==> src/rtl/sc_regbank_wr_arbiter.sv <==
// Round-robin write arbiter for the general register bank: grants one requester,
// latches its address/data, then pulses one register write-enable and acks the winner.
module sc_regbank_wr_arbiter #(
  parameter int DATAWIDTH_BUS = 32,
  parameter int NUM_REQ       = 4,
  parameter int NUM_REGS      = 8,
  parameter int ADDR_W        = 3
) (
  input  logic                             SC_RegGENERAL_CLOCK_50,
  input  logic                             SC_RegGENERAL_Reset_InHigh,
  input  logic                             Enable_InHigh,
  input  logic [NUM_REQ-1:0]               Req_In,
  input  logic [NUM_REQ*ADDR_W-1:0]        Addr_In,
  input  logic [NUM_REQ*DATAWIDTH_BUS-1:0] Data_In,
  output logic [NUM_REQ-1:0]               Grant_Out,
  output logic [NUM_REQ-1:0]               Ack_Out,
  output logic                             Err_Out,
  output logic [DATAWIDTH_BUS-1:0]         DataBUS_Out,
  output logic [NUM_REGS-1:0]              Write_Out,
  output logic                             Busy_Out
);

  localparam int PTR_W = (NUM_REQ > 1) ? $clog2(NUM_REQ) : 1;

  typedef enum logic [1:0] {IDLE, GRANT, WRITE} state_t;

  state_t                   state, stateNext;
  logic [PTR_W-1:0]         pointer, winner, winnerNext;
  logic                     winnerFound;
  logic [ADDR_W-1:0]        addrLatched;
  logic [DATAWIDTH_BUS-1:0] dataLatched;
  logic [NUM_REQ-1:0]       grant;
  logic [NUM_REGS-1:0]      writeVec;
  logic [ADDR_W-1:0]        addrArr [NUM_REQ];
  logic [DATAWIDTH_BUS-1:0] dataArr [NUM_REQ];

  for (genvar g = 0; g < NUM_REQ; g++) begin : gUnpack
    assign addrArr[g] = Addr_In[g*ADDR_W +: ADDR_W];
    assign dataArr[g] = Data_In[g*DATAWIDTH_BUS +: DATAWIDTH_BUS];
  end

  // Search upward from the pointer, wrapping at NUM_REQ-1, for the first active request.
  always_comb begin
    // NOTE: every combinationally assigned signal gets a default first so no latch is inferred.
    int idx;
    logic [PTR_W-1:0] idxP;
    winnerNext  = pointer;
    winnerFound = 1'b0;
    idx         = 0;
    idxP        = '0;
    for (int i = 0; i < NUM_REQ; i++) begin
      idx = int'(pointer) + i;
      if (idx >= NUM_REQ) idx = idx - NUM_REQ;
      idxP = PTR_W'(idx);
      if (!winnerFound && Req_In[idxP]) begin
        winnerNext  = idxP;
        winnerFound = 1'b1;
      end
    end
  end

  always_ff @(posedge SC_RegGENERAL_CLOCK_50 or posedge SC_RegGENERAL_Reset_InHigh) begin
    // NOTE: sequential state uses non-blocking assignments so all registers update together.
    if (SC_RegGENERAL_Reset_InHigh) state <= IDLE;
    else                            state <= stateNext;
  end

  always_comb begin
    stateNext = state;
    case (state)
      IDLE:    if (Enable_InHigh && winnerFound) stateNext = GRANT;
      GRANT:   stateNext = WRITE;
      WRITE:   stateNext = IDLE;
      default: stateNext = IDLE;
    endcase
  end

  // Latches are loaded only on a new grant, so requester changes after grant are ignored.
  always_ff @(posedge SC_RegGENERAL_CLOCK_50 or posedge SC_RegGENERAL_Reset_InHigh) begin
    if (SC_RegGENERAL_Reset_InHigh) begin
      pointer     <= '0;
      winner      <= '0;
      grant       <= '0;
      addrLatched <= '0;
      dataLatched <= '0;
    end else if (state == IDLE && stateNext == GRANT) begin
      winner      <= winnerNext;
      grant       <= NUM_REQ'(1) << winnerNext;
      addrLatched <= addrArr[winnerNext];
      dataLatched <= dataArr[winnerNext];
    end else if (state == WRITE) begin
      grant   <= '0;
      pointer <= (winner == PTR_W'(NUM_REQ - 1)) ? '0 : winner + 1'b1;
    end
  end

  always_comb begin
    writeVec = '0;
    Ack_Out  = '0;
    Err_Out  = 1'b0;
    if (state == WRITE) begin
      for (int r = 0; r < NUM_REGS; r++) writeVec[r] = (addrLatched == ADDR_W'(r));
      for (int q = 0; q < NUM_REQ; q++)  Ack_Out[q]  = (winner == PTR_W'(q));
      Err_Out = (writeVec == '0);
    end
  end

  assign Write_Out   = writeVec;
  assign Grant_Out   = grant;
  assign DataBUS_Out = dataLatched;
  assign Busy_Out    = (state != IDLE);

endmodule

==> config.mk <==
export PLATFORM = sky130hd
export DESIGN_NAME = sc_regbank_wr_arbiter
export DESIGN_NICKNAME = d
export VERILOG_FILES = /design/src/rtl/sc_regbank_wr_arbiter.sv
export SDC_FILE = /design/constraint.sdc
export NUM_CORES = 1
export LEC_CHECK = 0
export BUFFER_PORTS_ARGS = -buffer_cell sky130_fd_sc_hd__buf_2
export CAP_MARGIN = 15
export CORE_MARGIN = 5
export CORE_UTILIZATION = 45
export DETAILED_ROUTE_END_ITERATION = 8
export PLACE_DENSITY = 0.92
export SYNTH_ARGS = -nofsm -noshare
export SYNTH_HDL_FRONTEND = slang
export SYNTH_SLANG_ARGS = --single-unit
==> constraint.sdc <==
create_clock -name SC_RegGENERAL_CLOCK_50 -period 2.3 [get_ports SC_RegGENERAL_CLOCK_50]
set_input_delay 0.115 -clock SC_RegGENERAL_CLOCK_50 [delete_from_list [all_inputs] [get_ports SC_RegGENERAL_CLOCK_50]]
set_output_delay 0.115 -clock SC_RegGENERAL_CLOCK_50 [all_outputs]
set_load 0.05 [all_outputs]
==> summary.md <==
| Metric | Value |
|---|---|
| Status | `complete, no violations` |
| Avg Synthesized Cell Area | `9.34 µm²` |
| Slowest stage delay, CP | `0.83 ns` |
| Die area | `a little over 0.009 mm²` |
| Post-CTS setup buffers | `0` |
| Sequential cell area fraction in the yosys report | `between 30% and 40%` |
| Most common cell after layout, fill and taps aside | `buf_2` |
| Sw Pwr | `3150 µW` |
| Synth Flop Type | `dfrtp_1` |
| Crit-path cells | `buf_4 -> nand2b_4 -> a21boi_4 -> o31ai_1 -> a21oi_1 -> o22a_1` |
| Max-slew violations | `0` |
| Worst reg-to-reg path cell count | `6` |
| Port Buffers | `195` |
| Vias in the first global route | `3910` |
| Syn_nets | `511` |
| Hold Path Depth | `3` |
| Slew of the pin with the lowest slew margin | `1.05 ns` |
| Power density cells | `between 1000 and 1500 mW/mm²` |
| Slew headroom | `29.8%` |
| Unique masters post-synth | `49` |
| Congestion Overflow GR | `0` |
| CP max-delay cell | `a21boi_4` |
| Number of synthesized flops with an enable pin | `0` |
| Non-filler cells, final | `around 630` |
| Router iterations before antenna repair | `5` |
| Synth warn | `0` |
| Clock skew | `0.0131 ns` |
| Vias after detailed routing | `3981` |
| Cells after synthesis | `360` |
| Clk sinks | `45` |
| Global-route wire length before repair | `19400 µm` |
| HP Class | `in -> reg` |
| Logic pwr share | `between 60% and 70%` |
| Fmax | `449 MHz` |
| R2R Setup Slk | `0.07 ns` |
| Critical R2R Capture | `addrLatched[1]` |
| Via/cell ratio | `approximately 6.3` |
| Critical path endpoint category | `flip-flop` |
| Antenna violations before repair | `0` |
| Yosys reg bits | `45` |
| Remaining DRCs | `0` |
| Final Setup Violations | `0` |
| Clock share of power | `9.5%` |
| Worst vdd ir | `approximately 0.00074 V` |
| Startpoint types | `flip-flop` |
| Beginning of the worst register-to-register path | `pointer[0]` |
| Worst skew pair latency | `0.31 ns` |
| # IOs | `~200` |
| Worst Hold Path EP | `DataBUS_Out[5]` |
| Kind of critical path | `reg -> reg` |
| TritonCTS clock tree | `built` |
| Final WL | `13500 µm` |
| Final Hold Viols | `0` |
| Initial core utilization | `46.3%` |
| Routed Antenna Nets | `0` |
| CTS Buf Count | `5` |
| Die Y | `96.4 µm` |
| Leakage | `0.00212 µW` |
| WL per Instance | `21.3 µm` |
| Netlist Area Pre-Place | `between 0.003 and 0.004 mm²` |
| Gpl congestion | `0.882` |
| Core footprint | `~0.0073 mm²` |
| Commonest non-fill, non-tap cells in the layout | `buf_2 (195), dfrtp_1 (45), a21oi_1 (37), nand4_1 (36), o31ai_1 (36)` |
| Ant diodes | `0` |
| Clock Pin Slew Worst Setup and Hold Paths | `0.10 ns` |
| 1st-iter DRT viols | `roughly 360` |
| Worst Path Required | `2.55 ns` |
| Setup_tns | `0 ns` |
| Crit path max fanout | `35` |
| Post-DP HPWL | `9440 µm` |
| Final worst path period share | `96.8%` |
| H-tree Lvls | `2` |
| Clk root buf | `clkbuf_8` |
| Clock buffer depth | `2` |
| Sequential Power Share | `25.3%` |
| Layout Area Growth over Synthesis | `33.0%` |
| Share of cells above drive strength 1 | `44.7%` |
| Final #Nets | `685` |
| MaxCap Viol Count | `0` |
| Largest net degree at the start of global routing | `46` |
| Final worst path period need | `2.23 ns` |
| Sw Share | `55.3%` |
| Die width | `96.4 µm` |
| CP arrival | `roughly 2.5 ns` |
| Core Rows | `31` |
| Ys async rst share | `100%` |
| Design internal power | `roughly 2500 µW` |
| Total track usage | `27.1%` |
| Placed Instances | `623` |
| HP Start | `Data_In[5]` |
| Final Util | `61.6%` |
| RSZ-0062 raised after global routing | `no` |
[logic make-up (layout without fill, tap and decap cells)]
group	Yosys count	after routing	synth area share [%]
buf+inv	53	227	9.46
fa+ha+maj	4	4	1.49
compound gates	159	159	37.9
simple gates	98	99	17.5
other cells	1	1	0.112
flops	45	45	33.5
[registers in the layout, indices dropped and copies added (netlist names)]
signal,count
addrLatched,3
pointer,2
state,2
Grant_Out,4
winner,2
DataBUS_Out,32
[worst max-delay path by stage]
stage                          start              end  slack, ns  cells past startpoint
after CTS                 pointer[1]  DataBUS_Out[25]       0.03                      4
after floorplan             state[0]     Write_Out[0]      0.009                      3
after global routing      pointer[0]  DataBUS_Out[18]       0.03                      6
final                     pointer[0]   addrLatched[1]       0.07                      6
after global placement    pointer[0]   addrLatched[1]       0.12                      6
after detailed placement  pointer[1]  DataBUS_Out[25]       0.04                      4
[cell usage after synthesis (5+ instances only)]
| master | number | area [µm²] |
|---|---|---|
| nor3_1 | 5 | 25.0 |
| nor2_1 | 11 | 41.3 |
| a221o_1 | 35 | 350 |
| a21oi_1 | 37 | 185 |
| o22a_1 | 35 | 307 |
| nand2b_1 | 5 | 31.3 |
| o31ai_1 | 36 | 270 |
| clkbuf_1 | 9 | 33.8 |
| inv_1 | 5 | 18.8 |
| nand2_1 | 16 | 60.1 |
| nand4_1 | 36 | 225 |
| buf_2 | 26 | 130 |
| buf_6 | 7 | 78.8 |
| dfrtp_1 | 45 | 1130 |
[cell type report]
| cell class | instances | area, µm² |
|---|---|---|
| Sequential cell | 45 | 1130 |
| Tap cell | 99 | 124 |
| Clock inverter | 2 | 13.8 |
| Timing Repair Buffer | 213 | 1150 |
| Fill cell | 632 | 2780 |
| Clock buffer | 6 | 82.6 |
| Inverter | 6 | 22.5 |
| Multi-Input combinational cell | 263 | 1960 |
[through the flow]
stage / hold slack (ns) / setup WS, ns / power [µW] / cell area, µm²
after CTS: 0.132 / 0.0342 / 5640 / 4440
final: 0.146 / 0.0726 / 5690 / 4470
after global placement: 0.297 / 0.124 / 5000 / 4330
after floorplan: 0.365 / 0.00873 / 4150 / 3360
after global routing: 0.141 / 0.0256 / 5970 / 4470
after detailed placement: 0.317 / 0.0354 / 5090 / 4330
[per-layer routing]
layer / wire length (µm) / GRT usage [%] / vias up
met5: 0 / 0 / -
met1: 5170 / 33.2 / 1858
met3: 1580 / 6.20 / 29
li1: - / - / 1793
met2: 6540 / 47.0 / 301
met4: 206 / 8.76 / 0
[power by group through the flow]
stage	Sequential, µW	Clock (µW)	Combinational [µW]
2_1_floorplan	2480	0	1670
3_3_place_gp	1420	0	3580
3_5_place_dp	1440	0	3650
4_1_cts	1430	556	3660
5_1_grt	1470	589	3910
6_report	1440	542	3710
[what timing repair did]
action | CTS | global route
hold endpoints to repair | 45 | 0
resized for setup | 0 | 1
setup endpoints to repair | 0 | 21
hold buffers | 1 | 0
[critical path: cells and delay by family, from the launching register on]
| family | cells | cell delay (ns) |
|---|---|---|
| AO/OA/AOI/OAI | 4 | 1.41 |
| buffers and inverters | 1 | 0.19 |
| flip-flops | 1 | 0.38 |
| AND/OR/NAND/NOR | 1 | 0.18 |
(Power assumes the default switching activity.)
